File: src/rtl/sharp_frame_scheduler.sv
// Line/mode sequencer for the LS013B7DH01 Sharp memory LCD: arbitrates all-clear,
// full-frame and VCOM maintenance jobs and hands line commands to the SPI writer.
module sharp_frame_scheduler #(
  parameter int unsigned LINES    = 168,
  parameter int unsigned VCOM_DIV = 6_000_000
) (
  input  logic       clk_12mhz,
  input  logic       rst_n,
  input  logic       frame_req,
  input  logic       clear_req,
  output logic       cmd_valid,
  input  logic       cmd_ready,
  output logic [2:0] cmd_mode,
  output logic [7:0] cmd_addr,
  input  logic       line_done,
  output logic       busy,
  output logic       frame_done,
  output logic       vcom
);

  localparam int unsigned CntW = (VCOM_DIV > 1) ? $clog2(VCOM_DIV) : 1;
  localparam logic [CntW-1:0] VcomLast = CntW'(VCOM_DIV - 1);
  localparam logic [7:0] LastLine = 8'(LINES);

  typedef enum logic [1:0] {StIdle, StIssue, StWait} state_e;
  typedef enum logic [1:0] {JobClear, JobFrame, JobVcom} job_e;

  state_e          state_q, state_d;
  job_e            job_q, job_d;
  logic [7:0]      line_q, line_d;
  logic [2:0]      mode_q, mode_d;
  logic [7:0]      addr_q, addr_d;
  logic            frame_done_q, frame_done_d;
  logic            vcom_q;
  logic [CntW-1:0] vcom_cnt_q;
  logic            clear_pend_q, frame_pend_q, vcom_pend_q;
  logic            clear_clr, frame_clr, vcom_clr;
  logic            vcom_tc;

  assign vcom_tc = (vcom_cnt_q == VcomLast);

  always_comb begin
    state_d      = state_q;
    job_d        = job_q;
    line_d       = line_q;
    mode_d       = mode_q;
    addr_d       = addr_q;
    frame_done_d = 1'b0;
    clear_clr    = 1'b0;
    frame_clr    = 1'b0;
    vcom_clr     = 1'b0;
    unique case (state_q)
      StIdle: begin
        if (clear_pend_q) begin
          job_d     = JobClear;
          mode_d    = {1'b1, vcom_q, 1'b0};
          addr_d    = 8'd0;
          clear_clr = 1'b1;
          state_d   = StIssue;
        end else if (frame_pend_q) begin
          job_d     = JobFrame;
          line_d    = 8'd1;
          mode_d    = {1'b0, vcom_q, 1'b1};
          addr_d    = 8'd1;
          frame_clr = 1'b1;
          state_d   = StIssue;
        end else if (vcom_pend_q) begin
          job_d   = JobVcom;
          mode_d  = {1'b0, vcom_q, 1'b0};
          addr_d  = 8'd0;
          state_d = StIssue;
        end
      end
      StIssue: begin
        // Every command carries the VCOM bit, so acceptance satisfies maintenance.
        if (cmd_ready) begin
          vcom_clr = 1'b1;
          state_d  = StWait;
        end
      end
      StWait: begin
        if (line_done) begin
          if (job_q == JobFrame && line_q < LastLine) begin
            line_d  = line_q + 8'd1;
            mode_d  = {1'b0, vcom_q, 1'b1};
            addr_d  = line_q + 8'd1;
            state_d = StIssue;
          end else begin
            frame_done_d = (job_q == JobFrame);
            state_d      = StIdle;
          end
        end
      end
      default: state_d = StIdle;
    endcase
  end

  always_ff @(posedge clk_12mhz or negedge rst_n) begin
    if (!rst_n) begin
      state_q      <= StIdle;
      job_q        <= JobClear;
      line_q       <= 8'd0;
      mode_q       <= 3'd0;
      addr_q       <= 8'd0;
      frame_done_q <= 1'b0;
      vcom_q       <= 1'b0;
      vcom_cnt_q   <= '0;
      clear_pend_q <= 1'b0;
      frame_pend_q <= 1'b0;
      vcom_pend_q  <= 1'b0;
    end else begin
      state_q      <= state_d;
      job_q        <= job_d;
      line_q       <= line_d;
      mode_q       <= mode_d;
      addr_q       <= addr_d;
      frame_done_q <= frame_done_d;
      vcom_q       <= vcom_q ^ vcom_tc;
      vcom_cnt_q   <= vcom_tc ? '0 : vcom_cnt_q + 1'b1;
      // A new request in the same cycle as the clear keeps the job pending.
      clear_pend_q <= clear_req | (clear_pend_q & ~clear_clr);
      frame_pend_q <= frame_req | (frame_pend_q & ~frame_clr);
      vcom_pend_q  <= vcom_tc | (vcom_pend_q & ~vcom_clr);
    end
  end

  assign cmd_valid  = (state_q == StIssue);
  assign busy       = (state_q != StIdle);
  assign cmd_mode   = mode_q;
  assign cmd_addr   = addr_q;
  assign frame_done = frame_done_q;
  assign vcom       = vcom_q;

endmodule

File: config.mk
export PLATFORM = sky130hd
export DESIGN_NAME = sharp_frame_scheduler
export DESIGN_NICKNAME = d
export VERILOG_FILES = /design/src/rtl/sharp_frame_scheduler.sv
export SDC_FILE = /design/constraint.sdc
export NUM_CORES = 1
export LEC_CHECK = 0
export CORE_MARGIN = 1
export CORE_UTILIZATION = 55
export CTS_BUF_LIST = sky130_fd_sc_hd__clkbuf_8
export CTS_CLUSTER_DIAMETER = 50
export DETAILED_ROUTE_END_ITERATION = 8
export HOLD_SLACK_MARGIN = 0.12
export PLACE_DENSITY = 0.77
export SKIP_CTS_REPAIR_TIMING = 1
export SYNTH_ARGS = -nofsm -noshare
export SYNTH_HDL_FRONTEND = slang
export SYNTH_SLANG_ARGS = --single-unit
File: constraint.sdc
create_clock -name clk_12mhz -period 3.87 [get_ports clk_12mhz]
set_input_delay 0.774 -clock clk_12mhz [delete_from_list [all_inputs] [get_ports clk_12mhz]]
set_output_delay 0.774 -clock clk_12mhz [all_outputs]
set_load 0.01 [all_outputs]
=== Word-level counts from Yosys, hierarchy flattened ===
Index checks and enable logic that the tools add are counted.

* Flip-flop bits (word level): 51
* Memory bits (read-only): 0
* Memories: 0
* Output and inout bits: 15
* RAM bits: 0
* Logic and storage cells: 79
* Bits of input ports: 6
* Latch bits: 0

* Mux-type cells: 36
* Bitwise gates (word level): 10
* Eq/ne operators: 10
* Add/sub/neg operators: 2
* Shifts and indexed selects: 0
* $lt $le $gt $ge: 1
* Reduce and logical (&&, ||, !) cells: 9
* Multiply operators: 0
* Div/mod/pow operators: 0

{| class="wikitable"
|+ Operators by type and width
! operator !! count
|-
| $mux W8 || 7
|-
| $pmux W8 S2 || 2
|-
| $add A23 B1 Y23 const B || 1
|-
| $eq A23 B23 Y1 const B || 1
|-
| $mux W23 || 1
|-
| $mux W2 || 8
|-
| $mux W3 || 5
|-
| $mux W1 || 11
|-
| $add A8 B1 Y8 const B || 1
|-
| $lt A8 B8 Y1 const B || 1
|-
| $ne A2 B2 Y1 const B || 4
|-
| $pmux W2 S3 || 1
|-
| $pmux W3 S2 || 1
|-
| $reduce_and A5 Y1 || 1
|-
| $eq A2 B1 Y1 const B || 2
|-
| $ne A4 B4 Y1 const B || 1
|-
| $reduce_and A4 Y1 || 1
|-
| $reduce_bool A2 Y1 || 2
|-
| $and A1 B1 Y1 || 3
|-
| $not A1 Y1 || 3
|-
| $or A1 B1 Y1 || 3
|-
| $reduce_and A3 Y1 || 1
|-
| $reduce_bool A3 Y1 || 1
|-
| $eq A2 B2 Y1 const B || 1
|-
| 5 further kinds || 5
|}

=== Longest topological paths before layout ===
Gate-level depths: netlist of run 1.

* Word-level depth: 6
* Mapped depth: 7
* Depth with buffers taken out: 6

=== Least setup slack after synthesis of run 1 ===
OpenSTA, ideal clock, no wires.

* Path type: input-to-reg
* Start: input line_done
* End: register line_q[2]
* Slack: 2115 ps
* Stages on the path: 6
* Buffers on the path: 1
* Data arrival time: 1636 ps
* Required time: 3751 ps
* Cells stage by stage: nand2_1 -> nor3_4 -> a21oi_2 -> a21o_1 -> buf_2 -> a21bo_1

* Cells in the longest elaborated chain, start to end: 2

{| class="wikitable"
|+ RTL lines
! what !! line !! RTL
|-
| from (decl) || 15 || <nowiki>input logic line_done,</nowiki>
|-
| $ne A2 B2 Y1 (no line) || - ||
|-
| $reduce_and A5 Y1 (no line) || - ||
|-
| to (signal assigned) || 114 || <nowiki>line_q <= line_d;</nowiki>
|-
| to (decl) || 30 || <nowiki>logic [7:0] line_q, line_d;</nowiki>
|}

No other way between the ends.
A chain may end at the register's enable or synchronous reset.

=== Worst setup path in the final report of run 1 ===
* Start: register state_q[1]
* End: output busy

* Cells in the longest elaborated chain, start to end: 1

{| class="wikitable"
|+ RTL lines
! what !! line !! RTL
|-
| from (decl) || 28 || <nowiki>state_e state_q, state_d;</nowiki>
|-
| from (signal assigned) || 100 || <nowiki>state_q <= StIdle;</nowiki>
|-
| from (signal assigned) || 112 || <nowiki>state_q <= state_d;</nowiki>
|-
| $reduce_bool A2 Y1 || 128 || <nowiki>assign busy = (state_q != StIdle);</nowiki>
|-
| to (decl) || 16 || <nowiki>output logic busy,</nowiki>
|}

No other way between the ends.

==> out/metrics.csv, run 1 <==
stage,metric,value,unit
route,ant_nets,0,
timing,setup_tns,0,ns
power_and_ir_drop,power_density,503,mW/mm^2
logic_synthesis,yosysWarningCount,0,
global_routing,overflow,0,
global_routing,gr-usage-all-layers,0.229,
worst_setup_path,path_buf_inv,2,
route,num_vias,1623,
global_routing,grtUsageMet1,0.299,
worst_setup_path,path_cells,"nor2_1, inv_1, clkdlybuf4s50_1",
timing,fmax,420,MHz
timing,final_max_slew_viol_count,0,
route,wl_per_cell,14.9,um
global_routing,grt_use_met2,0.376,
floorplan,die_w,66.7,um
placement,io_buffers,20,
final_layout,syn_to_final_growth,16.1,%
global_routing,grt_pass1_vias,1632,
logic_synthesis,netlist_instances,217,
logic_synthesis,synth_top_area_frac,0.554,
logic_synthesis,synth_area_leader_cell,dfrtp_1,
clocking,cts.path.max_buffers,2,
clocking,cts_buffers,5,
flow_run,drv_cap,0,
final_layout,stdcell_count,291,
logic_synthesis,avgSynthCellArea,10.6,sq um
floorplan,die_height,66.7,um
route,post_drt_via_cell_ratio,5.58,
global_routing,antenna_found_initial,0,
logic_synthesis,async_flop_share,1.00,
global_routing,grt_max_degree,30,
hold_path,hp-class,in2async,
floorplan,row_count,23,
floorplan,coreArea,0.00400,sq mm
outcome,status,"complete, no violations",
timing,tightest_slew,0.754,ns
timing,fin_crit,2.38,ns
worst_setup_path,r2r_setup_slack,1.77,ns
final_layout,diodes,0,
global_routing,met3_usage,0.0565,
global_routing,top_usage_layer,met2,
route,drc,0,
final_layout,utilization,0.669,
route,drtIter0Drc,128,
power_and_ir_drop,power.total,1.35,mW
final_layout,finalNetCount,248,
timing,relSlewSlack,0.497,
timing,worst_slack,1.49,ns
final_layout,multi_input_area,986,sq um
worst_setup_path,critPathLaunchType,register,
logic_synthesis,ys_seq_elements,51,
worst_setup_path,arrival,1.61,ns
final_layout,final_layout_size_suffix_gt1_frac,0.0664,
clocking,clk_latency,0.30,ns
worst_setup_path,path_max_fanout,6,
placement,hpwl,2.97,mm
placement,post-place-cells,283,
timing,setup_viol,0,
route,dr.pass1.iters,4,
clocking,clock_sinks,51,
timing,post-route-period-util,0.615,
logic_synthesis,synth.distinct_cells,40,
worst_setup_path,slowest_stage,clkdlybuf4s50_1,
clocking,clockRootBuffer,clkbuf_8,
logic_synthesis,synth.top_cells.by_area,"dfrtp_1 55%, xnor2_1 6.1%, nand2_1 3.6%, nand3_1 3.5%, nor2_1 3.4%",
clocking,h-tree-depth,2,
timing,skew,0.0160,ns
worst_setup_path,path_delay_family,buffers and inverters,
global_routing,grt_pass1_wl,7.42,mm
final_layout,nFillCells,309,
logic_synthesis,syn_area,0.00230,sq mm
worst_setup_path,end_kind,primary output,
placement,dp_slack,1.25,ns
timing,rsz0062_at_grt,no,
logic_synthesis,syn_nets,225,
power_and_ir_drop,p_leak,1.22,nW
worst_setup_path,rr_endpoint,cmd_addr[0],
floorplan,start_util,0.576,
floorplan,io_pins,21,
floorplan,die_area,0.00445,sq mm
placement,gp_congestion,0.816,
final_layout,regArea,0.00128,sq mm
logic_synthesis,synth_edf_count,0,
worst_setup_path,slowest_delay,0.51,ns
logic_synthesis,ys_seq_area_frac,0.554,
worst_setup_path,reg2regPathDepth,5,
power_and_ir_drop,max-vdd-ir-drop,0.213,mV
route,wl,4.34,mm
clocking,cts.clk_slew.worst_paths,0.10,ns
clocking,cts_tree,done,
worst_setup_path,crit_type,reg2out,
worst_setup_path,required,3.10,ns
timing,final_hold_viol_count,0,
worst_setup_path,r2r-start,state_q[0],
logic_synthesis,synth-main-ff-cell,dfrtp_1,
==> worst max path at each step <==
| stage | start | end | slack, ns | depth (start not counted) |
|---|---|---|---|---|
| floorplan | line_done | line_q[2] | 2.11 | 6 |
| global placement | line_done | cmd_addr[0] | 1.29 | 6 |
| detailed placement | line_done | cmd_addr[0] | 1.25 | 6 |
| CTS | state_q[1] | busy | 1.49 | 3 |
| global route | state_q[1] | busy | 1.36 | 3 |
| finish | state_q[1] | busy | 1.49 | 3 |
==> worst register-to-register path, cell delays in order (launching register included) <==
cell	delay, ns
dfrtp_1	0.37
nand2b_1	0.38
nor3_4	0.11
a21oi_2	0.61
a21o_1	0.36
o21ai_0	0.15
==> routing by layer <==
layer  part of all wire  up-vias
met5                  0        -
met4              0.013        0
met3              0.030        7
met2               0.48       24
met1               0.48      792
li1                   -      800
==> cells in the final DEF, fill, tap and decap left out, types with 2 or more instances in the layout <==
cell / instances
dfrtp_1: 51
nor2b_1: 2
xor2_1: 7
nor2_1: 21
o21ai_0: 12
nor4_1: 2
inv_1: 5
nor3_1: 2
a22o_1: 3
nand4_1: 6
nand2_1: 22
nand3_1: 16
bufinv_16: 2
nand2b_1: 4
clkbuf_8: 5
a21o_1: 6
xnor2_1: 16
o31ai_1: 2
and2_1: 3
ha_1: 2
a21oi_1: 2
or3_1: 2
o2bb2ai_1: 2
o22a_1: 2
and3_1: 8
and4_1: 2
clkdlybuf4s50_1: 19
==> Yosys cell counts (all sizes together) (4+ instances only) <==
library cell,number
dfrtp,51
nand2,22
nor2,21
nand3,17
xnor2,16
o21ai,13
and3,8
xor2,7
a21o,6
nand4,6
inv,4
nand2b,4
nor3,4
==> flip-flops by register name, summed over array words and instances, names as in the netlist <==
signal        count
job_q             2
vcom              1
cmd_mode          3
vcom_cnt_q       23
frame_done        1
clear_pend_q      1
state_q           2
line_q            8
cmd_addr          8
vcom_pend_q       1
frame_pend_q      1
==> report_power, final <==
group | internal, mW | leakage, nW | switching (mW)
combinational | 0.125 | 0.469 | 0.165
sequential | 0.584 | 0.677 | 0.0453
clock | 0.256 | 0.0695 | 0.170
total | 0.965 | 1.22 | 0.381
==> layout make-up <==
cell class                 instances  share of cell area
inverter                           4             0.00561
tap                               50              0.0234
clock buffer                       5              0.0257
multi-input combinational        157               0.369
timing repair buffer              21              0.0758
clock inverter                     3              0.0239
sequential                        51               0.477
==> logic make-up (layout without fill, tap and decap cells) <==
kind of cell / after synthesis / count (layout) / synth area share
AOI/OAI and AO/OA: 33 / 33 / 0.0983
xor gates and xnor gates: 23 / 23 / 0.0874
adders and majority gates: 2 / 2 / 0.0109
buffers and inverters: 9 / 33 / 0.0185
DFF: 51 / 51 / 0.554
muxes: 2 / 2 / 0.00923
and+or+nand+nor: 97 / 97 / 0.222
==> per-stage QoR <==
step | hold WS [ns] | area, sq um
2_1_floorplan | 0.437 | 2300
3_3_place_gp | 0.458 | 2540
3_5_place_dp | 0.460 | 2540
4_1_cts | 0.434 | 2680
5_1_grt | 0.464 | 2680
6_report | 0.418 | 2680
No activity file was read; power rests on OpenSTA's default activity.
==> inputs of run 2 (changes only) <==
- clock period: 3.87 -> 2.3 ns (I/O delays scaled with it)
==> out/metrics.csv, run 2 (synthesis results as in run 1) <==
stage,metric,value,unit,change
power_and_ir_drop,power_density,846,mW/mm^2,+68%
timing,worst_slack,0.212,ns,-1.28 ns
placement,hpwl,3.05,mm,+2.9%
route,ant_nets,0,,unchanged
global_routing,grtUsageMet1,0.289,,-0.0106
route,drc,0,,unchanged
timing,fin_hold_ws,0.103,ns,-0.315 ns
clocking,cts_tree,done,,
clocking,cts.clk_slew.worst_paths,0.09,ns,about the same
floorplan,row_count,23,,unchanged
floorplan,die_height,66.7,um,unchanged
timing,skew,0.0113,ns,-0.00476 ns
timing,final_hold_viol_count,0,,unchanged
placement,gp_congestion,0.852,,+4.3%
hold_path,hp-class,in2async,,
timing,setup_viol,0,,unchanged
worst_setup_path,critPathLaunchType,register,,
clocking,cts.path.max_buffers,2,,unchanged
route,dr.pass1.iters,4,,unchanged
flow_run,drv_cap,0,,unchanged
global_routing,grt_pass1_wl,7.00,mm,-5.7%
worst_setup_path,end_kind,primary output,,
timing,post-route-period-util,0.908,,
final_layout,multi_input_area,986,sq um,unchanged
route,num_vias,1615,,-0.49%
final_layout,final_common_cell,dfrtp_1,,
placement,place_area,0.00257,sq mm,+1.1%
global_routing,grt_max_degree,32,,+6.7%
timing,final_max_slew_viol_count,0,,unchanged
timing,setup_tns,0,ns,unchanged
timing,tightest_slew,0.571,ns,-0.183 ns
final_layout,final_cell_mix,"51 x dfrtp_1, 22 x nand2_1, 21 x nor2_1",,
floorplan,die_area,0.00445,sq mm,unchanged
floorplan,io_pins,21,,unchanged
global_routing,gr-usage-all-layers,0.214,,-0.0148
floorplan,coreArea,0.00400,sq mm,unchanged
power_and_ir_drop,power.total,2.29,mW,+70%
route,drtIter0Drc,101,,-21%
clocking,clockRootBuffer,clkbuf_8,,
final_layout,largest_reg_flops,23,,unchanged
global_routing,met3_usage,0.0411,,-0.0154
power_and_ir_drop,p_leak,1.23,nW,+1.1%
final_layout,finalNetCount,250,,+0.81%
floorplan,start_util,0.576,,unchanged
clocking,h-tree-depth,2,,unchanged
final_layout,utilization,0.676,,+0.00688
global_routing,top_usage_layer,met2,,
final_layout,nFillCells,304,,-1.6%
placement,dp_slack,0.235,ns,-1.01 ns
worst_setup_path,crit_type,reg2out,,
worst_setup_path,path_max_fanout,6,,unchanged
timing,rsz0062_at_grt,no,,
clocking,clock_sinks,51,,unchanged
placement,post-place-cells,285,,+0.71%
route,wl_per_cell,14.3,um,-3.8%
final_layout,fin_area,0.00270,sq mm,+1.0%
clocking,clk_latency,0.30,ns,about the same
timing,relSlewSlack,0.616,,+0.119
placement,io_buffers,20,,unchanged
final_layout,top_register,vcom_cnt_q,,
global_routing,overflow,0,,unchanged
worst_setup_path,required,1.84,ns,-1.26 ns
outcome,status,"complete, no violations",,
clocking,cts_buffers,5,,unchanged
final_layout,syn_to_final_growth,17.3,%,
global_routing,grt_pass1_vias,1542,,-5.5%
route,wl,4.20,mm,-3.1%
final_layout,stdcell_count,293,,+0.69%
route,post_drt_via_cell_ratio,5.51,,-1.2%
final_layout,final_layout_size_suffix_gt1_frac,0.0741,,+0.00768
global_routing,grt_use_met2,0.336,,-0.0404
power_and_ir_drop,max-vdd-ir-drop,0.394,mV,+85%
timing,fin_crit,2.09,ns,
floorplan,die_w,66.7,um,unchanged
timing,fmax,479,MHz,
worst_setup_path,arrival,1.63,ns,+0.02 ns
final_layout,regArea,0.00128,sq mm,unchanged
global_routing,antenna_found_initial,0,,unchanged
final_layout,diodes,0,,unchanged
==> run 2: final timing paths <==
kind,to,slack (ns),startpoint,cells after the start
worst max register to register,vcom_cnt_q[16],0.46,vcom_cnt_q[0],6
min in group clk_12mhz,vcom_cnt_q[22],0.47,vcom_cnt_q[22],1
worst min-delay path,line_q[2],0.10,rst_n,1
max in group asynchronous,vcom_cnt_q[5],1.67,rst_n,2
worst min register to register,vcom_cnt_q[22],0.47,vcom_cnt_q[22],1
worst max-delay path,busy,0.21,state_q[1],3
==> run 2: cell type report <==
| cell class | count | share of cell area |
|---|---|---|
| flip-flops and latches | 51 | 0.472 |
| multi-input cells | 157 | 0.365 |
| repair buffers | 23 | 0.0852 |
| clock buffers | 5 | 0.0255 |
| clock inverters | 3 | 0.0236 |
| well taps | 50 | 0.0231 |
| inverters | 4 | 0.00556 |
==> run 2: worst max-delay path: stages (launching register included) <==
cell and delay, ns:
dfrtp_1 0.41, nor2_1 0.25, inv_1 0.16, clkdlybuf4s50_1 0.51
==> run 2: report_power, final <==
group          switching (mW)  total [mW]  internal [mW]
clock network           0.286       0.716          0.430
registers              0.0720        1.05          0.982
logic                   0.280       0.515          0.235
total                   0.638        2.29           1.65
==> run 2: routing by layer <==
layer	part of all wire	wire length, um
met1	0.48	2010
met2	0.48	2020
met3	0.031	129
met4	0.010	44
met5	0	0
==> inputs of run 3 (changes only) <==
- CTS_CLUSTER_SIZE: unset -> 14
- REMOVE_ABC_BUFFERS: unset -> 1
- SKIP_CTS_REPAIR_TIMING: 1 -> unset
==> out/metrics.csv, run 3 (synthesis results as in run 1) <==
stage,metric,value,unit,change
outcome,status,"complete, no violations",,
worst_setup_path,crit_type,reg2out,,
hold_path,hp-class,in2async,,
power_and_ir_drop,combPwrFrac,0.232,,+0.007
timing,setup_tns,0,ns,unchanged
timing,skew,0.00668,ns,-0.00458 ns
clocking,postCtsHoldBufs,0,,
route,drtIter0Drc,102,,+0.99%
placement,hpwl,2.98,mm,-2.3%
timing,fmax,488,MHz,+2.0%
floorplan,die_height,66.7,um,unchanged
global_routing,antenna_found_initial,0,,unchanged
worst_setup_path,slowest_stage,clkdlybuf4s50_1,,
power_and_ir_drop,p_sw,0.633,mW,-0.88%
route,drc,0,,unchanged
route,ant_nets,0,,unchanged
final_layout,final_common_cell,dfrtp_1,,
route,wl,4.18,mm,-0.43%
worst_setup_path,critPathLaunchType,register,,
floorplan,start_util,0.576,,unchanged
clocking,clock_sinks,51,,unchanged
global_routing,gr-usage-all-layers,0.216,,+0.00200
timing,relSlewSlack,0.585,,-0.0307
route,dr.pass1.iters,4,,unchanged
global_routing,grt_pass1_vias,1573,,+2.0%
timing,fin_crit,2.05,ns,-0.0400 ns
route,num_vias,1592,,-1.4%
power_and_ir_drop,switching_share,0.288,,+0.00826
timing,final_hold_viol_count,0,,unchanged
timing,tightest_slew,0.622,ns,+0.0508 ns
clocking,cts.path.max_buffers,2,,unchanged
worst_setup_path,path_max_fanout,6,,unchanged
power_and_ir_drop,max-vdd-ir-drop,0.478,mV,+21%
worst_setup_path,path_cells,"nor2_1, inv_1, clkdlybuf4s50_1",,
route,post_drt_via_cell_ratio,5.41,,-1.8%
worst_setup_path,end_kind,primary output,,
placement,place_area,0.00256,sq mm,-0.19%
power_and_ir_drop,power_density,820,mW/mm^2,-3.0%
clocking,clk_latency,0.30,ns,about the same
final_layout,final_cell_mix,"51 x dfrtp_1, 22 x nand2_1, 21 x nor2_1",,
floorplan,die_area,0.00445,sq mm,unchanged
floorplan,coreArea,0.00400,sq mm,unchanged
floorplan,io_pins,21,,unchanged
flow_run,drv_cap,0,,unchanged
final_layout,fin_area,0.00268,sq mm,-0.74%
final_layout,final_layout_size_suffix_gt1_frac,0.0820,,+0.00789
final_layout,syn_to_final_growth,16.4,%,
clocking,cts.clk_slew.worst_paths,0.09,ns,about the same
clocking,post_cts_buffers,0,,
clocking,clockRootBuffer,clkbuf_8,,
power_and_ir_drop,intPower,1.57,mW,-4.8%
global_routing,grt_max_degree,29,,-9.4%
placement,gp_congestion,0.846,,-0.68%
timing,setup_viol,0,,unchanged
worst_setup_path,required,1.84,ns,about the same
timing,rsz0062_at_grt,no,,
timing,post-route-period-util,0.890,,-0.0174
worst_setup_path,path_buf_inv,2,,unchanged
worst_setup_path,slowest_delay,0.50,ns,about the same
floorplan,row_count,23,,unchanged
clocking,cts_tree,done,,
power_and_ir_drop,seqPwrFrac,0.480,,+0.019
timing,final_max_slew_viol_count,0,,unchanged
clocking,cts_resized,0,,
placement,io_buffers,20,,unchanged
worst_setup_path,arrival,1.59,ns,-0.04 ns
clocking,cts_buffers,5,,unchanged
final_layout,finalNetCount,251,,+0.40%
clocking,h-tree-depth,2,,unchanged
floorplan,die_w,66.7,um,unchanged
worst_setup_path,path_delay_family,buffers and inverters,,
global_routing,grt_pass1_wl,7.09,mm,+1.3%
final_layout,largest_reg_flops,23,,unchanged
power_and_ir_drop,clockPowerShare,0.288,,-0.025
final_layout,top_register,vcom_cnt_q,,
global_routing,overflow,0,,unchanged
route,wl_per_cell,14.2,um,-0.77%
power_and_ir_drop,p_leak,1.22,nW,-0.66%
final_layout,diodes,0,,unchanged
==> run 3: cell types whose count changed in the layout (fill, tap and decap cells not counted), sizes merged <==
cell and change:
bufinv -1, buf +1, clkinv +1, inv -1
clkbuf +1
==> run 3: cell type report <==
class	instances	area (sq um)
clock buffer	6	82.6
clock inverter	2	35.0
fill	324	1320
inverter	4	15.0
multi-input combinational	157	986
sequential	51	1280
tap	50	62.6
timing repair buffer	24	225
==> run 3: per-layer routing <==
metal	track usage	share of wire
met5	0	0
met4	0.0878	0.020
met3	0.0514	0.028
met2	0.357	0.48
met1	0.270	0.47
==> run 3: final timing paths <==
kind,startpoint,endpoint,slack [ns],cells after the start
min in group clk_12mhz,vcom_cnt_q[22],vcom_cnt_q[22],0.47,1
worst min-delay path,rst_n,frame_done,0.17,1
worst min register to register,vcom_cnt_q[22],vcom_cnt_q[22],0.47,1
worst max-delay path,state_q[1],busy,0.25,3
worst max register to register,vcom_cnt_q[18],vcom_cnt_q[20],0.48,5
max in group asynchronous,rst_n,line_q[7],1.52,2
==> run 3: power by group through the flow <==
stage                     combinational (mW)  clock [mW]  sequential, mW
after global placement                 0.505           0            1.07
after global routing                   0.569       0.684            1.07
after CTS                              0.519       0.648            1.06
after floorplan                        0.280           0            1.07
final                                  0.511       0.634            1.06
after detailed placement               0.516           0            1.07
==> run 3: worst register-to-register path, stage by stage, from the launching register on <==
cell and delay [ns]:
dfrtp_1 0.43, nor4_1 0.26, nor4bb_1 0.33, nand4_1 0.38, nand3_1 0.20, o21ai_0 0.10
==> run 3: stage by stage <==
step | utilization | total power [mW] | hold WS (ns) | instances | worst slack [ns]
floorplan | - | 1.35 | 0.164 | 212 | 0.608
global placement | 0.641 | 1.57 | 0.458 | 286 | 0.311
detailed placement | 0.641 | 1.59 | 0.467 | 286 | 0.263
CTS | 0.671 | 2.22 | 0.176 | 294 | 0.237
global route | 0.671 | 2.32 | 0.196 | 294 | 0.155
finish | 0.671 | 2.20 | 0.167 | 294 | 0.252
